==> src/rtl/uart_tx_feeder.sv <==
// Purpose: byte FIFO that feeds a UART transmitter one character at a time, pacing start_trig.
// Latency: a write into an empty, idle block raises tx_start in the cycle after the next edge.
// Backpressure: host watches full; writes while full are dropped and flagged on overflow.
module uart_tx_feeder #(
    parameter int DATA_WIDTH   = 8,
    parameter int ADDR_WIDTH   = 4,
    parameter int GUARD_CYCLES = 3
) (
    input  logic                  clock,
    input  logic                  reset,
    input  logic                  wr_en,
    input  logic [DATA_WIDTH-1:0] wr_data,
    output logic                  full,
    output logic                  empty,
    output logic [ADDR_WIDTH:0]   count,
    output logic                  overflow,
    output logic [DATA_WIDTH-1:0] tx_data,
    output logic                  tx_start,
    input  logic                  tx_done,
    output logic                  busy
);

    localparam int DEPTH = 2 ** ADDR_WIDTH;
    // Guard counter is sized to hold GUARD_CYCLES-1 for any legal GUARD_CYCLES (>= 2).
    localparam int GW    = $clog2(GUARD_CYCLES + 1);

    localparam logic [ADDR_WIDTH:0] DEPTH_CNT  = (ADDR_WIDTH + 1)'(DEPTH);
    localparam logic [ADDR_WIDTH:0] ZERO_CNT   = '0;
    localparam logic [GW-1:0]       GUARD_LAST = GW'(GUARD_CYCLES - 1);

    localparam logic [1:0] IDLE      = 2'd0;
    localparam logic [1:0] SEND      = 2'd1;
    localparam logic [1:0] WAIT_DONE = 2'd2;
    localparam logic [1:0] GUARD     = 2'd3;

    logic [DATA_WIDTH-1:0] mem [DEPTH];
    logic [ADDR_WIDTH-1:0] wr_ptr;
    logic [ADDR_WIDTH-1:0] rd_ptr;
    logic [ADDR_WIDTH:0]   count_next;
    logic [1:0]            state;
    logic [GW-1:0]         guard_cnt;
    logic                  tx_done_d;
    logic                  wr_acc;
    logic                  pop;
    logic                  done_rise;

    // Write acceptance uses the registered full flag; only the FSM pops, and only from IDLE.
    always_comb begin
        wr_acc    = wr_en & ~full;
        pop       = (state == IDLE) & ~empty;
        done_rise = tx_done & ~tx_done_d;
    end

    // Occupancy after this edge; a simultaneous write and pop leaves it unchanged.
    always_comb begin
        count_next = count;
        case ({wr_acc, pop})
            2'b10:   count_next = count + 1'b1;
            2'b01:   count_next = count - 1'b1;
            default: count_next = count;
        endcase
    end

    // Storage is not reset: clearing the pointers and count is enough to flush it.
    // A pop reads the pre-edge slot contents, so a write landing in the same slot is kept for later.
    always_ff @(posedge clock) begin
        if (wr_acc) begin
            mem[wr_ptr] <= wr_data;
        end
    end

    // Circular pointers wrap naturally at DEPTH-1 -> 0 through their ADDR_WIDTH-bit width.
    always_ff @(posedge clock) begin
        if (reset) begin
            wr_ptr <= '0;
            rd_ptr <= '0;
        end else begin
            if (wr_acc) begin
                wr_ptr <= wr_ptr + 1'b1;
            end
            if (pop) begin
                rd_ptr <= rd_ptr + 1'b1;
            end
        end
    end

    // Registered occupancy and flags, decoded from the next count so they agree with count.
    always_ff @(posedge clock) begin
        if (reset) begin
            count    <= '0;
            full     <= 1'b0;
            empty    <= 1'b1;
            overflow <= 1'b0;
        end else begin
            count    <= count_next;
            full     <= (count_next == DEPTH_CNT);
            empty    <= (count_next == ZERO_CNT);
            overflow <= wr_en & full;
        end
    end

    // tx_done is a level that may stay high into the next frame; keep last value to find its rise.
    always_ff @(posedge clock) begin
        if (reset) begin
            tx_done_d <= 1'b0;
        end else begin
            tx_done_d <= tx_done;
        end
    end

    // Issue sequencer: one character per frame, with a guard gap so the transmitter is idle at start.
    always_ff @(posedge clock) begin
        if (reset) begin
            state     <= IDLE;
            tx_data   <= '0;
            tx_start  <= 1'b0;
            guard_cnt <= '0;
        end else begin
            case (state)
                IDLE: begin
                    if (pop) begin
                        tx_data  <= mem[rd_ptr];
                        tx_start <= 1'b1;
                        state    <= SEND;
                    end
                end
                SEND: begin
                    tx_start <= 1'b0;
                    state    <= WAIT_DONE;
                end
                WAIT_DONE: begin
                    // No timeout: the transmitter always finishes a frame it has started.
                    if (done_rise) begin
                        guard_cnt <= '0;
                        state     <= GUARD;
                    end
                end
                GUARD: begin
                    // Covers the transmitter's return to idle after it flags completion.
                    guard_cnt <= guard_cnt + 1'b1;
                    if (guard_cnt == GUARD_LAST) begin
                        state <= IDLE;
                    end
                end
                default: begin
                    tx_start <= 1'b0;
                    state    <= IDLE;
                end
            endcase
        end
    end

    // Busy covers the whole frame, from issue until the guard interval ends.
    assign busy = (state != IDLE);

endmodule

==> config.mk <==
export PLATFORM = sky130hd
export DESIGN_NAME = uart_tx_feeder
export DESIGN_NICKNAME = d
export VERILOG_FILES = /design/src/rtl/uart_tx_feeder.sv
export SDC_FILE = /design/constraint.sdc
export NUM_CORES = 1
export LEC_CHECK = 0
export CAP_MARGIN = 20
export CORE_MARGIN = 4
export CORE_UTILIZATION = 64
export CTS_CLUSTER_SIZE = 28
export DETAILED_ROUTE_END_ITERATION = 10
export PLACE_DENSITY = 0.94
export SETUP_SLACK_MARGIN = 0.5
export SYNTH_ARGS = -nofsm -noshare
export SYNTH_HDL_FRONTEND = slang
export SYNTH_SLANG_ARGS = --single-unit
==> constraint.sdc <==
create_clock -name clock -period 6.87 [get_ports clock]
set_input_delay 1.0305 -clock clock [delete_from_list [all_inputs] [get_ports clock]]
set_output_delay 1.0305 -clock clock [all_outputs]
set_load 0.02 [all_outputs]
# After elaboration in Yosys (flattened, before gate mapping)
# Memories as Yosys holds them, arrays and structs flattened. A register that Yosys moved wholly into a read port is not among the register bits.
# Index checks and enable logic that the tools add are counted.
# Widths: inputs -> output; s select.
[totals] memories=1 regBits=22 inputBits=12 mem_bits_rw=128
[classes] add_sub_neg=5 bitwise=7 eq_ne=10 n_mux=11 reduce_logical=9
[mem_list] name="mem" words=16 word_bits=8 read_ports=1 rd_ports_with_merged_regs=1 write_ports=1 line_no="36" rtl="logic [DATA_WIDTH-1:0] mem [DEPTH];"
[op_table] op="$pmux 5 s2" n=1
[op_table] op="$add 4x1->4 const B" n=2
[op_table] op="$eq 2x2->1 const B" n=4
[op_table] op="$mux 2" n=4
[op_table] op="$pmux 2 s4" n=1
[op_table] op="$ne 2x2->1 const B" n=3
[op_table] op="$reduce_and 2->1" n=3
[op_table] op="$reduce_bool 2->1" n=3
[op_table] op="$add 5x1->5 const B" n=1
[op_table] op="$eq 5x5->1 const B" n=1
[op_table] op="$logic_not 5->1" n=1
[op_table] op="$sub 5x1->5 const B" n=1
[op_table] op="$and 1x1->1" n=4
[op_table] op="$eq 2x1->1 const B" n=2
[op_table] op="$pmux 2 s2" n=1
[op_table] op="$mux 1" n=3
[op_table] op="$not 1->1" n=3
[op_table] op="$reduce_and 3->1" n=1
[op_table] op="$add 2x1->2 const B" n=1
[op_table] op="$logic_not 2->1" n=1
[op_table] op="$pmux 1 s2" n=1

# Logic depth before layout (Yosys ltp)
[depth] word_depth=5 depth_mapped=12 ltp_nobuf=12

# Least setup slack after synthesis
# No wires, ideal clock.
[synth_timing] path_kind="input-to-reg" startpoint="input wr_en" endpoint="register full" setup_time_ps=103 required_ps=6767 setup_slack_ps=4080 path_buffers=0 arrival_ps=2686 stages=10 cell_sequence="nor2b_4 > inv_1 > nand2_1 > xnor2_1 > ha_1 > nor3b_1 > o21a_1 > o21bai_1 > a211o_1 > a2111oi_2"
[synth_via] elab_chain_cells=4
[synth_rtl] element="start, declared" line_no="11" rtl="input logic wr_en,"
[synth_rtl] element="$and 1x1->1 (*)" line_no="49" rtl="wr_acc = wr_en & ~full;"
[synth_rtl] element="$eq 2x1->1 / $eq 2x2->1 (equally long branches)" line_no="57" rtl="case ({wr_acc, pop})"
[synth_rtl] element="$pmux 5 s2 (*)" line_no="57"
[synth_rtl] element="$eq 5x5->1 (*)" line_no="96" rtl="full <= (count_next == DEPTH_CNT);"
[synth_rtl] element="end signal, assigned" line_no="96"
[synth_rtl] element="end, declared" line_no="13" rtl="output logic full,"
# Mark *: on every way between the ends. The rest lies on a longest branch, timed or not.
# A chain may end at the register's enable or synchronous reset.

# Worst setup path in the final report
# Same ends and word-level chain as after synthesis.

==> flow_summary.yaml <==
yosys:
  synthFlopType: "edfxtp_1"
  yosysTopAreaCellShare_pct: 59.4
  synth_seq_cells: 158
  synth_common_cells: "128 x edfxtp_1, 39 x nor2_1, 30 x dfxtp_1"
  ys_seq_area_share_pct: 68.7
  synth_warnings: 0
  syn_nets: 415
  yosys-top-cells-area: "edfxtp_1 59%, dfxtp_1 9.3%, mux4_1 6.9%, mux4_2 5.2%, ha_1 2.5%"
  postSynthAreaPerCell_um2: 16.6
  synth.largest_area_cell: "edfxtp_1"
  synth-edff-count: 128
  netlist_instances: 390
  yosysMostFrequentCell: "edfxtp_1"
  yosysUniqueCellTypes: 47
  synth-async-reset-ratio_pct: 0
  synthesis.area_um2: 6470
sta:
  relSlewSlack_pct: 43.0
  skew_ns: 0.00832
  worst_slew_pin_slew_ns: 0.851
  fin_crit_sh_pct: 46.2
  finalMaxSlewViolations: 0
  tns_ns: 0
  period_needed_ns: 3.17
  max_freq_mhz: 315
  setup_viol: 0
  hold_viol: 0
  rsz0062_at_grt: "false"
routing:
  route.detailed.drc: 0
  avgViaCountPerCell: 6.36
  drt_iter0_markers: 525
  wl_per_cell_um: 23.4
  dr.pass1.iters: 6
  wirelength_um: 13300
  vias: 3617
  ant_nets: 0
place:
  dp_hpwl_um: 8340
  placedCellCount: 536
  place_congestion: 0.854
  place_area_um2: 6830
  port_buffers: 29
setup_path:
  crit_path_max_fanout: 11
  crit_arrival_ns: 3.61
  cp_top_family: "compound AO/OA/AOI/OAI gates"
  cp-start-kind: "input pin"
  worst-path-buf-inv: 2
  slowest_stage: "clkdlybuf4s50_1"
  end_kind: "register"
  worstSetupPathType: "input pin to register"
  critPathRequiredTime_ns: 7.30
  critPathMaxStageDelay_ns: 0.48
  crit_chain: "clkdlybuf4s50_1 -> nor2b_4 -> inv_1 -> nand2_1 -> xnor2_1 -> ha_1 -> nor3b_1 -> o21a_1 -> o21bai_1 -> a211o_1 -> a2111oi_2"
global_routing:
  overflow: 0
  antenna_found_initial: 0
  grt_max_degree: 36
  grt_pass1_wl_um: 21000
  grt.total_usage_pct: 25.0
  grt_pass1_vias: 3671
finish:
  drive_gt1_share_pct: 13.8
  layout.cells.non_filler: 569
  n_antenna_cell: 0
  n_fill_cell: 571
  syn_to_final_growth_pct: 14.9
  final_area_um2: 7440
  nets: 448
clock_tree:
  cts_buffers: 17
  clk_path_buf_depth: 2
  cts_max_level: 4
  cts.clk_slew.worst_paths_ns: 0.07
  holdBufCountCts: 0
  insertion_delay_ns: 0.53
  cts_setup_buffers: 0
  post_cts_resized: 0
  root_buffer: "clkbuf_8"
  cts_sinks: 158
  cts_tree: "built"
die:
  ios: 30
  core-area_um2: 9820
  std_cell_rows: 36
  die_h_um: 109
  initial_utilization_pct: 65.9
  die_w_um: 109
  die_area_um2: 11800
power_and_ir_drop:
  ir_drop_uv: 248
  p_leak_nw: 2.51
  cellPowerDensity_nw_per_um2: 382
outcome:
  status: "finished, final reports clean"
job:
  maxCapViolCount: 0
min_path:
  hp-class: "register to register"
-- routing by layer --
| metal | vias up | GRT usage, % | part of all wire (%) |
|---|---|---|---|
| li1 | 1594 | - | - |
| met1 | 1786 | 33.8 | 40 |
| met2 | 207 | 38.7 | 49 |
| met3 | 30 | 5.97 | 8.1 |
| met4 | 0 | 12.2 | 3.2 |
| met5 | - | 0 | 0 |
-- layout by cell type (no fill, tap or decap), types with 5 or more instances in the layout --
cell	instances
edfxtp_1	128
nor2_1	39
clkdlybuf4s50_1	29
dfxtp_1	28
a21oi_1	24
nand2_1	18
a22oi_1	17
mux4_1	17
clkbuf_16	16
mux4_2	15
ha_1	13
inv_1	9
nor3_1	8
inv_6	6
xnor2_1	5
nor2b_1	5
xor2_1	5
-- layout make-up --
cell class / instances / area, um^2 / share of cell area [%]
Clock buffer: 17 / 414 / 5.57
Clock inverter: 15 / 173 / 2.32
Inverter: 10 / 37.5 / 0.505
Multi-Input combinational cell: 201 / 1850 / 24.9
Sequential cell: 158 / 4450 / 59.8
Tap cell: 133 / 166 / 2.24
Timing Repair Buffer: 35 / 350 / 4.71
-- power breakdown --
group | total, W | switching, W | internal (W)
registers | 0.00118 | 0.0000731 | 0.00111
clock network | 0.000926 | 0.000396 | 0.000530
logic | 0.000738 | 0.000394 | 0.000344
-- per-stage QoR --
stage | setup slack [ns] | hold WS (ns) | utilization (%) | power, W
global placement | 3.32 | 0.438 | 69.3 | 0.00189
floorplan | 4.08 | 0.432 | - | 0.00173
finish | 3.70 | 0.465 | 75.8 | 0.00284
global route | 3.49 | 0.475 | 75.8 | 0.00297
CTS | 3.71 | 0.462 | 75.5 | 0.00285
detailed placement | 3.16 | 0.453 | 69.5 | 0.00193
-- tightest hold or removal path: stages (launching register included) --
cell and delay [ns]:
dfxtp_1 0.31, nand2_1 0.05, a21oi_1 0.05
-- worst paths after layout --
check	from	endpoint	slack, ns	cells past startpoint
min reg2reg	guard_cnt[0]	guard_cnt[0]	0.47	2
min	guard_cnt[0]	guard_cnt[0]	0.47	2
max reg2reg	state[0]	empty	4.04	12
max	wr_en	full	3.70	11
-- sequential cells by signal, summed over array words and instances, names as in the netlist --
signal     flops
tx_start       1
tx_data        8
guard_cnt      2
tx_done_d      1
empty          1
wr_ptr         4
rd_ptr         4
count          5
mem          128
full           1
state          2
overflow       1
-- cells by family after synthesis --
logic type / synth area share (%)
xor gates and xnor gates: 1.35
and+or+nand+nor: 6.18
adders and majority gates: 2.51
buffers and inverters: 2.74
DFF: 68.7
AOI/OAI and AO/OA: 5.97
muxes: 12.6
Note: power is estimated with default switching activity, not from simulation.
==> edit (config.mk and constraints unchanged) <==
`DATA_WIDTH`: 8 -> 10.
--- a/src/rtl/uart_tx_feeder.sv
+++ b/src/rtl/uart_tx_feeder.sv
@@ -3,5 +3,5 @@
 // Backpressure: host watches full; writes while full are dropped and flagged on overflow.
 module uart_tx_feeder #(
-    parameter int DATA_WIDTH   = 8,
+    parameter int DATA_WIDTH   = 10,
     parameter int ADDR_WIDTH   = 4,
     parameter int GUARD_CYCLES = 3
Interface: changed (resized tx_data and wr_data); port bits go from 30 to 34. The function was not compared with the original's and may differ.
==> edit against the unedited design <==
  * Register-to-register slack worse by 0.21 ns
  * Synthesized area is 18% higher
  * Power increased by 12%
  * Maximum frequency shrank 17%
  * Worst setup slack worse by 0.64 ns
  * Cell area is 17% higher
  * Sequential cell count up 34
  * Routed wire length up 16%
  * Utilization is 0.70 points lower
  * First-iteration DRC count shrank 18%
  * Critical path depth unchanged
  * Via count grew 15%
==> edit: results (changes against the unedited design) <==
The pin slew with the least headroom to its limit is 1.107 ns (+0.2554 ns). The average detailed-routed wire length per instance is 24.15 µm (+3.2%). The maximum number of pins on one net before global-route repair came out at 44 (+22%). The portion of netlist area occupied by mux cells was 12.20% (-0.38 points). The compound-cell area share of the yosys netlist is 5.725% (-0.25 points).

The kind of cell with the highest combined delay along the critical path is simple AND/OR/NAND/NOR gates. The run finished with clean final reports. The CTS root buffer is sky130_fd_sc_hd__clkbuf_16. The placed cell count is 603 (+13%).

The total of fill cells in the finished design is 637 (+12%). The setup clock skew after layout is 0.009777 ns (+0.001461 ns). The arrival time at the worst endpoint came out at 4.14 ns (+0.53 ns).

The sequential cell area fraction in the yosys report came to 71.39% (+2.7 points). The gate count of the mapped netlist came out at 445 (+14%). The detailed-route via count is 4162 (+15%).

The total routing usage reported by global routing is 25.19% (+0.19 points). After synthesis, the cell types taking the most area are sky130_fd_sc_hd__edfxtp_1 63%, sky130_fd_sc_hd__mux4_2 12%, sky130_fd_sc_hd__dfxtp_1 8.4%, sky130_fd_sc_hd__ha_1 2.1%, sky130_fd_sc_hd__a22oi_1 2.1%. The post-detailed-placement half-perimeter wirelength is 9484 µm (+14%). The largest vdd supply drop is 250.7 µV (+1.2%).

The total number of nets in the final design is 512 (+14%). The DRC violation total after the first TritonRoute iteration came out at 430 (-18%). The adder-cell share of the synthesized area is 2.133% (-0.38 points).

The global placer's final weighted congestion is 0.8772 (+2.7%). The leakage power figure was 0.002835 µW (+13%). The wire length of the first global-routing pass came out at 24380 µm (+16%). The delay of the slowest critical-path stage came out at 0.73 ns (+0.25 ns). The number of distinct library cells after synthesis was 43 (-8.5%). The later-pin clock latency in the skew report was 0.43 ns (-0.10 ns).

The post-synthesis share of cell area spent on xor and xnor gates was 1.148% (-0.20 points). The ratio of cells with drive above 1 in the final layout came out at 17.27% (+3.5 points). The net count after synthesis came out at 472 (+14%). The iteration count of the initial detailed-routing pass came out at 5 (-1).

The number of flops mapped to enable cells by yosys is 160 (+25%). The number of global-route vias before repair came out at 4278 (+17%). The number of buffer cells added on primary ports is 33 (+14%). By count the netlist is led by 160 x sky130_fd_sc_hd__edfxtp_1, 41 x sky130_fd_sc_hd__nor2_1, 40 x sky130_fd_sc_hd__mux4_2.

Among all stages on the critical path, the largest delay is contributed by sky130_fd_sc_hd__nor2b_1. The total routed wirelength is 15480 µm (+16%). The largest registers in the layout are mem (160), tx_data (10), count (5).
==> edit: area by class of cell <==
class | instances | share of cell area (%)
tap | 143 | 2.061
inverter | 10 | 0.4324
sequential | 192 | 62.76
multi-input combinational | 219 | 23.26
clock inverter | 13 | 1.384
clock buffer | 19 | 4.987
timing repair buffer | 45 | 5.117
==> edit: worst paths after layout <==
kind	slack (ns)	endpoint	from	cells past startpoint
worst min-delay path	0.45	overflow	full	2
worst min register to register	0.45	overflow	full	2
worst max-delay path	3.06	full	wr_en	11
worst max register to register	3.83	full	full	10
==> edit: metrics by stage <==
| stage | utilization (%) | hold slack (ns) | worst slack, ns | area [µm²] | total power, µW |
|---|---|---|---|---|---|
| after floorplan | - | 0.4319 | 4.073 | 7627 | 2046 |
| after global placement | 69.69 | 0.4385 | 2.827 | 8059 | 2239 |
| after detailed placement | 69.69 | 0.4437 | 2.629 | 8059 | 2284 |
| after CTS | 74.47 | 0.4530 | 3.063 | 8612 | 3205 |
| after global routing | 75.06 | 0.4842 | 2.701 | 8681 | 3354 |
| final | 75.06 | 0.4525 | 3.057 | 8681 | 3195 |
==> edit: power by group <==
part           switching, µW  internal [µW]
Sequential              63.4           1340
Combinational            462            400
Clock                    399            529
Total                    924           2270
==> edit: cells by family (layout without fill, tap and decap cells) <==
| family | count (synthesis) | after routing |
|---|---|---|
| flip-flops | 192 | 192 |
| AND/OR/NAND/NOR | 87 | 87 |
| AO/OA/AOI/OAI | 66 | 66 |
| multiplexers | 43 | 43 |
| buffers and inverters | 34 | 87 |
| adder cells (fa/ha/maj) | 13 | 13 |
| XOR/XNOR | 10 | 10 |
==> edit: worst min-delay path, delay by kind of cell, from the launching register on <==
family,cells,cell delay [ns]
flip-flops,1,0.32
AND/OR/NAND/NOR,2,0.09
==> edit: metal layers <==
metal	up-vias	track usage (%)	share of wire [%]
li1	1815	-	-
met1	2118	32.02	37
met2	197	42.68	54
met3	32	5.501	7.0
met4	0	10.09	2.4
met5	-	0	0
